**src/rtl/bus_master_pkg.sv**
```systemverilog
// Shared types and constants for the bus master port and its lane aligner.
package bus_master_pkg;

  typedef enum logic [1:0] {
    SZ_BYTE = 2'd0,
    SZ_HALF = 2'd1,
    SZ_WORD = 2'd2,
    SZ_RSVD = 2'd3
  } size_e;

  typedef enum logic [1:0] {
    IDLE   = 2'd0,
    ACCESS = 2'd1,
    RDATA  = 2'd2,
    RESP   = 2'd3
  } state_e;

  localparam logic [3:0] BE_NONE    = 4'b0000;
  localparam logic [3:0] BE_BYTE0   = 4'b0001;
  localparam logic [3:0] BE_LO_HALF = 4'b0011;
  localparam logic [3:0] BE_HI_HALF = 4'b1100;
  localparam logic [3:0] BE_WORD    = 4'b1111;

  function automatic logic is_misaligned(input size_e size, input logic [1:0] off);
    case (size)
      SZ_BYTE: is_misaligned = 1'b0;
      SZ_HALF: is_misaligned = off[0];
      SZ_WORD: is_misaligned = (off != 2'd0);
      default: is_misaligned = 1'b1;
    endcase
  endfunction

endpackage

```
**src/rtl/bus_master_port_lane_align.sv**
```systemverilog
// Combinational byte-lane steering: store data onto lanes, load data off lanes with extension.
module bus_lane_align
  import bus_master_pkg::*;
(
  input  size_e       st_size,
  input  logic [1:0]  st_off,
  input  logic [31:0] st_wdata,
  output logic [3:0]  st_byteenable,
  output logic [31:0] st_writedata,
  input  size_e       ld_size,
  input  logic [1:0]  ld_off,
  input  logic        ld_signed,
  input  logic [31:0] ld_readdata,
  output logic [31:0] ld_rdata
);

  logic [31:0] w_shift;

  always_comb begin
    st_byteenable = BE_NONE;
    st_writedata  = st_wdata;
    case (st_size)
      SZ_BYTE: begin
        st_byteenable = BE_BYTE0 << st_off;
        st_writedata  = {4{st_wdata[7:0]}};
      end
      SZ_HALF: begin
        st_byteenable = st_off[1] ? BE_HI_HALF : BE_LO_HALF;
        st_writedata  = {2{st_wdata[15:0]}};
      end
      SZ_WORD: st_byteenable = BE_WORD;
      default: st_byteenable = BE_NONE;
    endcase
  end

  assign w_shift = ld_readdata >> {ld_off, 3'b000};

  always_comb begin
    ld_rdata = w_shift;
    case (ld_size)
      SZ_BYTE: ld_rdata = {{24{ld_signed & w_shift[7]}}, w_shift[7:0]};
      SZ_HALF: ld_rdata = {{16{ld_signed & w_shift[15]}}, w_shift[15:0]};
      default: ld_rdata = w_shift;
    endcase
  end

endmodule

```
**src/rtl/bus_master_port.sv**
```systemverilog
// Avalon-MM style initiator: one CPU load/store at a time, lane-steered, with optional
// waitrequest timeout. All outputs come straight from registers.
module bus_master_port
  import bus_master_pkg::*;
#(
  parameter int unsigned TIMEOUT_CYCLES = 0
) (
  input  logic        clk,
  input  logic        reset,
  // CPU side: a request transfers on a clock edge where cpu_req_valid && cpu_req_ready;
  // the CPU holds the request stable until then, and cpu_resp_valid is a 1-cycle pulse.
  input  logic        cpu_req_valid,
  output logic        cpu_req_ready,
  input  logic        cpu_req_write,
  input  logic [1:0]  cpu_req_size,
  input  logic        cpu_req_signed,
  input  logic [31:0] cpu_req_addr,
  input  logic [31:0] cpu_req_wdata,
  output logic        cpu_resp_valid,
  output logic [31:0] cpu_resp_rdata,
  output logic        cpu_resp_err,
  output logic [31:0] address,
  output logic        write,
  output logic        read,
  input  logic        waitrequest,
  output logic [31:0] writedata,
  output logic [3:0]  byteenable,
  input  logic [31:0] readdata,
  output state_e      dbg_state
);

  state_e      r_state, w_state;
  logic        r_ready, w_ready;
  logic        r_read, w_read, r_write, w_write;
  logic [31:0] r_address, w_address, r_writedata, w_writedata;
  logic [3:0]  r_byteenable, w_byteenable;
  logic        r_resp_valid, w_resp_valid, r_resp_err, w_resp_err;
  logic [31:0] r_resp_rdata, w_resp_rdata;
  size_e       r_size, w_size;
  logic [1:0]  r_off, w_off;
  logic        r_signed, w_signed;
  logic [31:0] r_wait_cnt, w_wait_cnt;

  size_e       w_req_size;
  logic [3:0]  w_st_be;
  logic [31:0] w_st_wd, w_ld_rdata;

  assign w_req_size = size_e'(cpu_req_size);

  bus_lane_align u_align (
    .st_size       (w_req_size),
    .st_off        (cpu_req_addr[1:0]),
    .st_wdata      (cpu_req_wdata),
    .st_byteenable (w_st_be),
    .st_writedata  (w_st_wd),
    .ld_size       (r_size),
    .ld_off        (r_off),
    .ld_signed     (r_signed),
    .ld_readdata   (readdata),
    .ld_rdata      (w_ld_rdata)
  );

  always_comb begin
    w_state      = r_state;
    w_read       = r_read;
    w_write      = r_write;
    w_address    = r_address;
    w_writedata  = r_writedata;
    w_byteenable = r_byteenable;
    w_resp_valid = 1'b0;
    w_resp_err   = r_resp_err;
    w_resp_rdata = r_resp_rdata;
    w_size       = r_size;
    w_off        = r_off;
    w_signed     = r_signed;
    w_wait_cnt   = r_wait_cnt;
    case (r_state)
      IDLE: begin
        if (cpu_req_valid) begin
          w_size     = w_req_size;
          w_off      = cpu_req_addr[1:0];
          w_signed   = cpu_req_signed;
          w_wait_cnt = 32'd0;
          if (is_misaligned(w_req_size, cpu_req_addr[1:0])) begin
            w_state      = RESP;
            w_resp_valid = 1'b1;
            w_resp_err   = 1'b1;
            w_resp_rdata = 32'd0;
          end else begin
            w_state      = ACCESS;
            w_read       = ~cpu_req_write;
            w_write      = cpu_req_write;
            w_address    = {cpu_req_addr[31:2], 2'b00};
            w_byteenable = w_st_be;
            w_writedata  = w_st_wd;
          end
        end
      end
      ACCESS: begin
        if (!waitrequest) begin
          w_read  = 1'b0;
          w_write = 1'b0;
          if (r_write) begin
            w_state      = RESP;
            w_resp_valid = 1'b1;
            w_resp_err   = 1'b0;
            w_resp_rdata = 32'd0;
          end else begin
            w_state = RDATA;
          end
        end else if (TIMEOUT_CYCLES != 0 && (r_wait_cnt + 32'd1) >= TIMEOUT_CYCLES) begin
          // Stalled for the full budget: abandon the transfer.
          w_read       = 1'b0;
          w_write      = 1'b0;
          w_state      = RESP;
          w_resp_valid = 1'b1;
          w_resp_err   = 1'b1;
          w_resp_rdata = 32'd0;
        end else begin
          w_wait_cnt = r_wait_cnt + 32'd1;
        end
      end
      RDATA: begin
        w_state      = RESP;
        w_resp_valid = 1'b1;
        w_resp_err   = 1'b0;
        w_resp_rdata = w_ld_rdata;
      end
      default: w_state = IDLE;
    endcase
    w_ready = (w_state == IDLE);
  end

  always_ff @(posedge clk or posedge reset) begin
    if (reset) begin
      r_state      <= IDLE;
      r_ready      <= 1'b1;
      r_read       <= 1'b0;
      r_write      <= 1'b0;
      r_address    <= 32'd0;
      r_writedata  <= 32'd0;
      r_byteenable <= BE_NONE;
      r_resp_valid <= 1'b0;
      r_resp_err   <= 1'b0;
      r_resp_rdata <= 32'd0;
      r_size       <= SZ_BYTE;
      r_off        <= 2'd0;
      r_signed     <= 1'b0;
      r_wait_cnt   <= 32'd0;
    end else begin
      r_state      <= w_state;
      r_ready      <= w_ready;
      r_read       <= w_read;
      r_write      <= w_write;
      r_address    <= w_address;
      r_writedata  <= w_writedata;
      r_byteenable <= w_byteenable;
      r_resp_valid <= w_resp_valid;
      r_resp_err   <= w_resp_err;
      r_resp_rdata <= w_resp_rdata;
      r_size       <= w_size;
      r_off        <= w_off;
      r_signed     <= w_signed;
      r_wait_cnt   <= w_wait_cnt;
    end
  end

  assign cpu_req_ready  = r_ready;
  assign cpu_resp_valid = r_resp_valid;
  assign cpu_resp_rdata = r_resp_rdata;
  assign cpu_resp_err   = r_resp_err;
  assign address        = r_address;
  assign write          = r_write;
  assign read           = r_read;
  assign writedata      = r_writedata;
  assign byteenable     = r_byteenable;
  assign dbg_state      = r_state;

endmodule

```
**config.mk**
```make
export PLATFORM = sky130hd
export DESIGN_NAME = bus_master_port
export DESIGN_NICKNAME = d
export VERILOG_FILES = /design/src/rtl/bus_master_pkg.sv /design/src/rtl/bus_master_port_lane_align.sv /design/src/rtl/bus_master_port.sv
export SDC_FILE = /design/constraint.sdc
export NUM_CORES = 1
export LEC_CHECK = 0
export BUFFER_PORTS_ARGS = -buffer_cell sky130_fd_sc_hd__clkbuf_2
export CORE_ASPECT_RATIO = 0.9
export CORE_MARGIN = 5
export CORE_UTILIZATION = 54
export CTS_CLUSTER_SIZE = 10
export DETAILED_ROUTE_END_ITERATION = 12
export PLACE_DENSITY = 0.95
export SKIP_LAST_GASP = 1
export SLEW_MARGIN = 20
export SYNTH_ARGS = -nofsm -noshare
export SYNTH_HDL_FRONTEND = slang
export SYNTH_HIERARCHICAL = 1
export SYNTH_SLANG_ARGS = --single-unit
export TNS_END_PERCENT = 20
```
**constraint.sdc**
```tcl
create_clock -name clk -period 11.7 [get_ports clk]
set_clock_uncertainty 0.05 [all_clocks]
set_input_delay 2.34 -clock clk [delete_from_list [all_inputs] [get_ports clk]]
set_output_delay 2.34 -clock clk [all_outputs]
set_load 0.005 [all_outputs]
```
### Word-level counts from Yosys, hierarchy flattened

Cells that the tools add are included.

| word-level totals | value |
|---|---|
| bits of input ports | 104 |
| bits in registers | 110 |
| word-level logic and storage cells | 74 |

| cells by class | value |
|---|---|
| equality and inequality tests | 10 |
| reduce and logical (&&, ||, !) cells | 11 |
| shifts and indexed selects | 2 |
| multiplexer cells | 34 |
| bitwise gates (word level) | 4 |

Operators by type and width:

| kind | number |
|---|---|
| 2-to-1 mux 32 bit | 4 |
| case mux 32 bit (2 select lines) | 2 |
| case mux 32 bit (3 select lines) | 1 |
| right shift 32 x 5 -> 32 bit | 1 |
| 2-to-1 mux 1 bit | 16 |
| case mux 4 bit (3 select lines) | 1 |
| inequality test 2 bit, second input constant | 5 |
| case mux 1 bit (3 select lines) | 3 |
| zero test 2 bit | 4 |
| equality test 2 x 1 -> 1 bit, second input constant | 3 |
| 2-to-1 mux 2 bit | 3 |
| case mux 2 bit (3 select lines) | 1 |
| AND reduction 5 bit | 1 |
| equality test 2 bit, second input constant | 2 |
| 2-to-1 mux 4 bit | 1 |
| case mux 1 bit (2 select lines) | 2 |
| AND reduction 4 bit | 1 |
| nonzero test 2 bit | 2 |
| left shift 1 x 2 -> 4 bit, first input constant | 1 |
| AND reduction 3 bit | 1 |
| nonzero test 3 bit | 1 |
| bitwise AND 1 bit | 2 |
| NOT 1 bit | 2 |
| AND reduction 2 bit | 1 |

### Logic depth before layout (Yosys ltp)

Gate-level depths: netlist (run 1).

| logic depth | value |
|---|---|
| word-level depth | 8 |
| gate-level depth with buffers | 8 |
| gate-level depth less buffers | 6 |

### Hierarchy

The synthesis (run 1) kept the hierarchy.

By module, submodules not included:

| module | instances | area an instance (um2) | cells each | sequential area each (um2) |
|---|---|---|---|---|
| bus_master_port | 1 | 4674.5 | 339 | 2753.9 |
| bus_lane_align | 1 | 1183.6 | 170 | 0.0 |

### Worst setup path before layout (run 1)

Ideal clock, no wire load.

| path | value |
|---|---|
| path kind | input to register |
| start point | input cpu_req_addr[0] |
| end point | register r_address[12], in the netlist address[12] |
| stages on the path | 6 |
| data arrival time | 3.433 ns |
| slack | 8.092 ns |
| setup time | 0.125 ns |
| cells stage by stage | nor3_4 > nor2_1 > or2_1 > buf_6 > buf_6 > mux2_4 |

| between the ends | value |
|---|---|
| longest elaborated chain between the ends | 6 |

Ends and longest elaborated chain:

| element | line | text |
|---|---|---|
| from (decl) | bus_master_port.sv:17 | `input logic [31:0] cpu_req_addr,` |
| nonzero test 2 bit | bus_master_pkg.sv:28 | `SZ_WORD: is_misaligned = (off != 2'd0);` |
| case mux 1 bit (3 select lines) (*) | bus_master_pkg.sv:25 | `case (size)` |
| 2-to-1 mux 1 bit (*) | bus_master_port.sv:79 | `if (cpu_req_valid) begin` |
| 2-to-1 mux 1 bit (*) | bus_master_port.sv:77 | `case (r_state)` |
| NOT 1 bit (no line) (*) | - |  |
| AND reduction 3 bit (no line) (*) | - |  |
| to (signal assigned) | bus_master_port.sv:155 | `r_address <= w_address;` |
| to (decl) | bus_master_port.sv:35 | `logic [31:0] r_address, w_address, r_writedata, w_writedata;` |

Every way passes the cells marked *; elsewhere a longest branch is shown, timed or not. The select of a mux whose other input is x is not followed.
A chain may end at the register's enable or synchronous reset.

### Worst setup path after layout (run 1)

| path | value |
|---|---|
| start point | input cpu_req_size[1] |
| end point | register r_address[11], in the netlist address[11] |

| between the ends | value |
|---|---|
| longest elaborated chain between the ends | 6 |

Ends and longest elaborated chain:

| element | line | text |
|---|---|---|
| from (decl) | bus_master_port.sv:15 | `input logic [1:0] cpu_req_size,` |
| equality test 2 bit (tied with other cells) | bus_master_pkg.sv:25 |  |
| case mux 1 bit (3 select lines) (*) | bus_master_pkg.sv:25 |  |
| 2-to-1 mux 1 bit (*) | bus_master_port.sv:79 |  |
| 2-to-1 mux 1 bit (*) | bus_master_port.sv:77 |  |
| NOT 1 bit (no line) (*) | - |  |
| AND reduction 3 bit (no line) (*) | - |  |

Marked as above.

==> results.cfg, run 1 <==
[placed_design]
gp_congestion = 0.869
placed_area_mm2 = 0.00685
numPortBuffers = 208
dpl.hpwl_mm = 11.0

[die]
ioPinCount = 211
die-height_um = 109
die_width_um = 120
fp-row-count = 36
initial_utilization = 0.546
core_area_mm2 = 0.0107
dieArea_mm2 = 0.0130

[clock_network]
cts_buffer_depth = 2
cts_tree = done
cts_hold_buf = 0
post-cts-setup-buffer-count = 0
cts_made_buffers = 9
cts_root_buf = clkbuf_16
clk_transition_reported_paths_ps = 70
cts_sinks = 110
ctsResizeCount = 0
insertion_delay_ps = 350
htree_levels = 3

[global_route]
grt_max_degree = 67
overflow = 0
grtUsageTotal = 0.232
grt_pass1_wl_mm = 24.2
grt_pass1_vias = 4768
antenna_found_initial = 0

[power_and_ir_drop]
power.leakage_nw = 3.82
powerDensity_mw_per_mm2 = 258
power_mw = 1.84
vdd_drop_max_v = 0.000194

[detailed_routing]
ant_nets = 0
wl_per_cell_um = 17.9
wl_met2_mm = 7.16
first_pass_iters = 5
routed_wl_mm = 14.9
dr_wl_met3_mm = 1.31
drt-met1-wl_mm = 6.16
drc = 0
top_layer = met4
vias = 4526
post_drt_via_cell_ratio = 5.43
dr.first_iter.drc_count = 278

[timing]
tns_ps = 0
relSlewSlack = 0.497
tightest_slew_ps = 752
period_share = 0.358
max_freq_mhz = 239
finalCriticalPeriod_ps = 4190
setup_viol = 0
rsz0062_at_grt = no
maxSlewViolCount = 0
hold_viol = 0

[synth]
yosys_warnings = 6
ys_ff_latch = 110
seq_area_frac_synth = 0.470
synth.top_cell.area_share = 0.466
synth_area_leader_cell = dfrtp_1
synth-edff-count = 0
synthFlopType = dfrtp_1
syn_avg_cell_area_um2 = 11.5
ys_async_sr_fraction = 1.00
synthCells = 509
ys_top_cells_by_area = dfrtp_1, mux2_2, mux2_4, mux2i_1, nand2_1
synth.distinct_cells = 44
synth_area_mm2 = 0.00586

[worst_setup_path]
startpoint_type = input pin
cp_data_arrival_time_ps = 4380
cpPeakStageDelay_ps = 540
crit_buf_inv = 2
cp_cell_sequence = clkbuf_2 -> a21oi_2 -> nor2_1 -> or2_4 -> buf_16 -> mux2_2
end_kind = register
slowest_stage = clkbuf_2
critical_path_class = input pin to register
worstPathRequired_ps = 11890
crit_fanout = 37
cp_top_family = buffers and inverters

[final_layout]
stdcell_area_mm2 = 0.00716
layout_commonest_cell = clkbuf_2
final_cell_mix = clkbuf_2, dfrtp_1, nand2_1
regArea_mm2 = 0.00275
num-nets-final = 803
insertedDiodeCount = 0
area_growth_pct = 22.2
drive_above_1_share = 0.484
fill_cells = 769
multi_input_area_mm2 = 0.00272

[job]
drv_cap = 0

[worst_hold_path]
hp-class = register to register

[status]
outcome = completed
==> report_power, final <==
part	switching, mW	internal [mW]	leakage (nW)	total [mW]
registers	0.128	0.556	1.37	0.683
clock network	0.142	0.146	0.133	0.288
logic	0.420	0.452	2.31	0.872
==> final cells by class <==
type                       count  area share
tap                          133      0.0232
inverter                      40      0.0213
clock buffer                  10      0.0320
timing repair buffer         212       0.152
multi-input combinational    322       0.380
sequential                   110       0.385
clock inverter                 6     0.00664
==> stage by stage <==
stage / util / worst slack (ps) / cells / hold WS (ps)
6_report: 0.668 / 7510 / 833 / 462
3_5_place_dp: 0.639 / 6980 / 816 / 442
2_1_floorplan: - / 6410 / 510 / 451
4_1_cts: 0.665 / 7360 / 832 / 464
3_3_place_gp: 0.639 / 7100 / 816 / 436
5_1_grt: 0.668 / 7390 / 833 / 472
==> routing by layer <==
metal,GRT usage,vias up
met5,0,-
li1,-,2093
met3,0.0773,30
met1,0.296,2166
met2,0.374,237
met4,0.0826,0
==> registers in the layout, indices dropped and copies added, names as in the netlist <==
register and count:
read 1, cpu_req_ready 1, r_off 2, address 30, byteenable 4, cpu_resp_err 1
cpu_resp_valid 1, r_signed 1, r_size 2, dbg_state 2, cpu_resp_rdata 32, write 1
writedata 32
==> cells by family (layout without fill, tap and decap cells) <==
family | count (synthesis) | in the layout | synth area share
multiplexers | 147 | 147 | 0.297
flip-flops | 110 | 110 | 0.470
AND/OR/NAND/NOR | 108 | 108 | 0.0850
buffers and inverters | 78 | 268 | 0.0683
AO/OA/AOI/OAI | 61 | 61 | 0.0705
adder cells (fa/ha/maj) | 4 | 4 | 0.00854
other | 1 | 2 | 0.000640
==> Yosys cell counts (2+ instances only) <==
master,instances
a211oi_1,8
a21oi_1,15
a221oi_1,7
buf_2,11
buf_4,11
buf_6,7
clkbuf_1,9
dfrtp_1,109
ha_1,4
inv_1,39
mux2_2,54
mux2_4,40
mux2i_1,53
nand2_1,65
nand2_2,2
nand2b_1,2
nand2b_4,2
nand3_1,4
nand3b_1,2
nor2_1,16
nor2b_1,8
o21ai_0,17
o21ai_2,3
==> final timing paths <==
check / startpoint / endpoint / slack, ps / cells past startpoint
worst max-delay path: cpu_req_size[1] / address[11]$_DFFE_PP0P_ / 7510 / 6
max in group asynchronous: reset / writedata[13]$_DFFE_PP0P_ / 8410 / 3
worst min register to register: address[16]$_DFFE_PP0P_ / address[16]$_DFFE_PP0P_ / 460 / 1
worst min-delay path: address[16]$_DFFE_PP0P_ / address[16]$_DFFE_PP0P_ / 460 / 1
min in group asynchronous: reset / address[16]$_DFFE_PP0P_ / 2010 / 2
worst max register to register: dbg_state[0]$_DFF_PP0_ / address[11]$_DFFE_PP0P_ / 9160 / 6
Note: power is estimated with default switching activity, not from simulation.
==> run 2: changes to the inputs <==
--- a/config.mk
+++ b/config.mk
@@ -5,13 +5,14 @@
 export SDC_FILE = /design/constraint.sdc
 export NUM_CORES = 1
 export LEC_CHECK = 0
+export ABC_AREA = 1
 export BUFFER_PORTS_ARGS = -buffer_cell sky130_fd_sc_hd__clkbuf_2
 export CORE_ASPECT_RATIO = 0.9
 export CORE_MARGIN = 5
-export CORE_UTILIZATION = 54
+export CORE_UTILIZATION = 51
 export CTS_CLUSTER_SIZE = 10
 export DETAILED_ROUTE_END_ITERATION = 12
-export PLACE_DENSITY = 0.95
+export PLACE_DENSITY = 0.9
 export SKIP_LAST_GASP = 1
 export SLEW_MARGIN = 20
 export SYNTH_ARGS = -nofsm -noshare
==> constraint.sdc (replaced) <==
create_clock -name clk -period 4 [get_ports clk]
set_clock_uncertainty 0.05 [all_clocks]
set_input_delay 0.8 -clock clk [delete_from_list [all_inputs] [get_ports clk]]
set_output_delay 0.8 -clock clk [all_outputs]
set_load 0.005 [all_outputs]
==> results.cfg, run 2 <==
[synth]
synthFlopType = dfrtp_1
synthCells = 824
yosys-top-cells-count = nand2_1, nand3_1, dfrtp_1
synth_area_mm2 = 0.00610
syn_avg_cell_area_um2 = 7.40
synth_area_leader_cell = dfrtp_1
yosys_warnings = 6
synth.distinct_cells = 32
ys_ff_latch = 110
ys_top_cells_by_area = dfrtp_1, nand2_1, nand3_1, inv_1, o211ai_1
post-synth-top-count-cell = nand2_1
seq_area_frac_synth = 0.452
synth.top_cell.area_share = 0.447
synth-edff-count = 0
ys_async_sr_fraction = 1.00

[clock_network]
ctsResizeCount = 0
cts_hold_buf = 0
cts_buffer_depth = 2
clk_transition_reported_paths_ps = 70
cts_root_buf = clkbuf_16
htree_levels = 3
cts_sinks = 110
insertion_delay_ps = 340
cts_tree = done
post-cts-setup-buffer-count = 0
cts_made_buffers = 9

[global_route]
busiest_layer = met2
overflow = 0
grtUsageTotal = 0.230
use_met2 = 0.362
grt_pass1_vias = 5625
antenna_found_initial = 0
met1_usage = 0.318
grt_pass1_wl_mm = 27.3
grt_max_degree = 67
grt_util_met3 = 0.0543

[timing]
setup_viol = 0
tns_ps = 0
hold_slack_ps = 421
tightest_slew_ps = 828
hold_viol = 0
max_freq_mhz = 394
relSlewSlack = 0.446
maxSlewViolCount = 0
setup_ws_ps = 1460
rsz0062_at_grt = no
period_share = 0.634
finalCriticalPeriod_ps = 2540

[placed_design]
placed_cells = 1136
gp_congestion = 0.890
dpl.hpwl_mm = 12.3
place_ws_ps = 1420
numPortBuffers = 208

[detailed_routing]
drc = 0
first_pass_iters = 5
routed_wl_mm = 16.6
wl_per_cell_um = 14.4
dr.first_iter.drc_count = 511
ant_nets = 0
post_drt_via_cell_ratio = 5.21
vias = 5997

[worst_setup_path]
worstPathRequired_ps = 4220
cp_data_arrival_time_ps = 2760
critical_path_class = register to register
startpoint_type = register
end_kind = register
crit_fanout = 28

[die]
core_area_mm2 = 0.0116
dieArea_mm2 = 0.0142
die-height_um = 114
ioPinCount = 211
fp-row-count = 37
initial_utilization = 0.527
die_width_um = 125

[power_and_ir_drop]
powerDensity_mw_per_mm2 = 725
vdd_drop_max_v = 0.000344
power.leakage_nw = 4.53

[final_layout]
fin_cells = 1152
drive_above_1_share = 0.267
final_cell_mix = nand2_1, clkbuf_2, nand3_1
num-nets-final = 1099
insertedDiodeCount = 0
layout_commonest_cell = nand2_1
area_growth_pct = 20.4

[status]
outcome = completed

[worst_hold_path]
hp-class = register to register

[job]
drv_cap = 0
==> run 2: per-layer routing <==
metal	wire [um]	vias up
met4	457	0
met3	1390	42
met2	7680	293
li1	-	2934
met1	7090	2728
met5	0	-
==> run 2: worst max-delay path, stage by stage, from the launching register on <==
cell and delay (ps):
dfrtp_1 450, inv_1 100, ha_1 280, nand2_2 160
clkinv_2 350, nand2_2 510, buf_4 390, nand2_1 80
nand2_1 80
==> run 2: cells by family after synthesis <==
logic type / synth area share
adder cells (fa/ha/maj): 0.00821
flip-flops: 0.452
buffers and inverters: 0.102
AND/OR/NAND/NOR: 0.373
other: 0.000615
AO/OA/AOI/OAI: 0.0640
==> run 2: path summary, 6_finish.rpt <==
path	from	endpoint	slack, ps	depth (start not counted)
max in group asynchronous	reset	cpu_resp_err$_DFFE_PP0P_	2520	3
min in group asynchronous	reset	address[16]$_DFFE_PP0P_	550	2
worst min register to register	address[20]$_DFFE_PP0P_	address[20]$_DFFE_PP0P_	420	2
worst max-delay path	dbg_state[0]$_DFF_PP0_	address[22]$_DFFE_PP0P_	1460	8
worst min-delay path	address[20]$_DFFE_PP0P_	address[20]$_DFFE_PP0P_	420	2
worst max register to register	dbg_state[0]$_DFF_PP0_	address[22]$_DFFE_PP0P_	1460	8
==> run 2: stage by stage <==
step / power, mW / cell area (um^2) / util
after floorplan: 3.62 / 6100 / -
after global placement: 4.33 / 7030 / 0.607
after detailed placement: 4.42 / 7030 / 0.607
after CTS: 5.35 / 7340 / 0.634
after global routing: 5.77 / 7340 / 0.634
final: 5.32 / 7340 / 0.634
==> run 2: cell type report <==
class	instances	area, um^2
Clock buffer	10	239
Clock inverter	6	68.8
Fill cell	1037	4230
Inverter	65	253
Multi-Input combinational cell	589	2730
Sequential cell	110	2750
Tap cell	156	195
Timing Repair Buffer	216	1100
==> run 2: report_power, final <==
group | internal [mW] | leakage [nW] | switching (mW)
registers | 1.61 | 1.41 | 0.343
clock network | 0.507 | 0.149 | 0.409
logic | 0.916 | 2.96 | 1.54
==> run 3: changes to the inputs <==
--- a/config.mk
+++ b/config.mk
@@ -9,10 +9,10 @@
 export BUFFER_PORTS_ARGS = -buffer_cell sky130_fd_sc_hd__clkbuf_2
 export CORE_ASPECT_RATIO = 0.9
 export CORE_MARGIN = 5
-export CORE_UTILIZATION = 51
+export CORE_UTILIZATION = 46
 export CTS_CLUSTER_SIZE = 10
 export DETAILED_ROUTE_END_ITERATION = 12
-export PLACE_DENSITY = 0.9
+export PLACE_DENSITY = 0.86
 export SKIP_LAST_GASP = 1
 export SLEW_MARGIN = 20
 export SYNTH_ARGS = -nofsm -noshare
==> constraint.sdc (replaced) <==
create_clock -name clk -period 2.1 [get_ports clk]
set_clock_uncertainty 0.05 [all_clocks]
set_input_delay 0.42 -clock clk [delete_from_list [all_inputs] [get_ports clk]]
set_output_delay 0.42 -clock clk [all_outputs]
set_load 0.005 [all_outputs]
==> results.cfg, run 3 (synthesis results as in run 2) <==
[clock_network]
cts_made_buffers = 9
cts_buffer_depth = 2
cts_tree = done
cts_hold_buf = 0
cts_sinks = 110
clk_transition_reported_paths_ps = 70
insertion_delay_ps = 350
cts_root_buf = clkbuf_16
htree_levels = 3

[worst_setup_path]
critical_path_class = register to register
worstPathRequired_ps = 2300
startpoint_type = register
end_kind = register
cp_data_arrival_time_ps = 2130
crit_fanout = 33

[die]
initial_utilization = 0.475
core_area_mm2 = 0.0128
die-height_um = 119
ioPinCount = 211
fp-row-count = 39
dieArea_mm2 = 0.0157
die_width_um = 131

[final_layout]
num-nets-final = 1106
final_cell_mix = nand2_1, clkbuf_2, nand3_1
fin_util = 0.580
layout_commonest_cell = nand2_1
area_growth_pct = 22.1
drive_above_1_share = 0.271
insertedDiodeCount = 0

[timing]
relSlewSlack = 0.594
max_freq_mhz = 518
tightest_slew_ps = 609
hold_viol = 0
maxSlewViolCount = 0
finalCriticalPeriod_ps = 1930
rsz0062_at_grt = yes
tns_ps = 0
period_share = 0.920
setup_viol = 0

[detailed_routing]
drt-met1-wl_mm = 7.41
first_pass_iters = 4
top_layer = met4
drc = 0
wl_per_cell_um = 14.6
dr_wl_met3_mm = 1.22
dr.first_iter.drc_count = 487
wl_met2_mm = 8.07
routed_wl_mm = 17.1
ant_nets = 0
vias = 6023
post_drt_via_cell_ratio = 5.16

[global_route]
overflow = 0
grtUsageTotal = 0.217
antenna_found_initial = 0
grt_max_degree = 111
grt_pass1_vias = 5838
grt_pass1_wl_mm = 28.3

[worst_hold_path]
hp-class = input pin to asynchronous set/reset pin

[placed_design]
gp_congestion = 0.923
dpl.hpwl_mm = 12.6
numPortBuffers = 208

[job]
drv_cap = 0

[status]
outcome = completed

[power_and_ir_drop]
vdd_drop_max_v = 0.000885
power.leakage_nw = 4.57
powerDensity_mw_per_mm2 = 1390
## run 3: layout make-up
| type | instances | area, um^2 |
|---|---|---|
| repair buffers | 223 | 1180 |
| clock buffers | 10 | 239 |
| clock inverters | 6 | 75.1 |
| well taps | 164 | 205 |
| multi-input cells | 589 | 2740 |
| flip-flops and latches | 110 | 2750 |
| fillers | 1224 | 5390 |
| inverters | 65 | 254 |
## run 3: critical path: stages (launching register included)
cell	delay [ps]
dfrtp_1	420
inv_1	130
ha_1	270
nand2_2	150
clkinv_2	120
nand3_4	110
nand2_4	210
nand2_8	190
nand2_1	120
nand2_1	50
## run 3: layer usage
metal / up-vias / global-route usage
met2: 227 / 0.343
met5: - / 0
met4: 0 / 0.0733
met1: 2807 / 0.289
met3: 28 / 0.0599
li1: 2961 / -
## run 3: worst paths after layout
check | cells after the start | end | slack (ps) | from
hold / removal | 3 | address[13]$_DFFE_PP0P_ | 150 | reset
setup / recovery | 9 | cpu_resp_rdata[21]$_DFFE_PP0P_ | 170 | dbg_state[1]$_DFF_PP0_
min in group clk | 3 | address[26]$_DFFE_PP0P_ | 240 | cpu_req_addr[26]
hold reg to reg | 2 | address[7]$_DFFE_PP0P_ | 420 | address[7]$_DFFE_PP0P_
max in group asynchronous | 3 | dbg_state[1]$_DFF_PP0_ | 1360 | reset
setup reg to reg | 9 | cpu_resp_rdata[21]$_DFFE_PP0P_ | 170 | dbg_state[1]$_DFF_PP0_
## run 3: report_power, final
part           switching (mW)  total, mW  internal [mW]
clock network           0.818       1.80          0.978
logic                    3.00       4.83           1.84
registers               0.622       3.69           3.06
total                    4.44       10.3           5.88
## run 3: metrics by stage
stage          cells  hold WS (ps)  power (mW)  setup WS [ps]  cell area [um^2]
3_5_place_dp    1151           407        8.53            117              7120
4_1_cts         1167           196        10.4            101              7430
3_3_place_gp    1151           403        8.37            241              7120
5_1_grt         1167           231        11.2          -2.48              7440
2_1_floorplan    825           399        6.90            301              6100
6_report        1167           152        10.3            169              7440
## run 3: timing repair
item,4_1_cts,5_1_grt
setup endpoints to repair,0,33
setup buffers,0,0
resized for setup,0,2
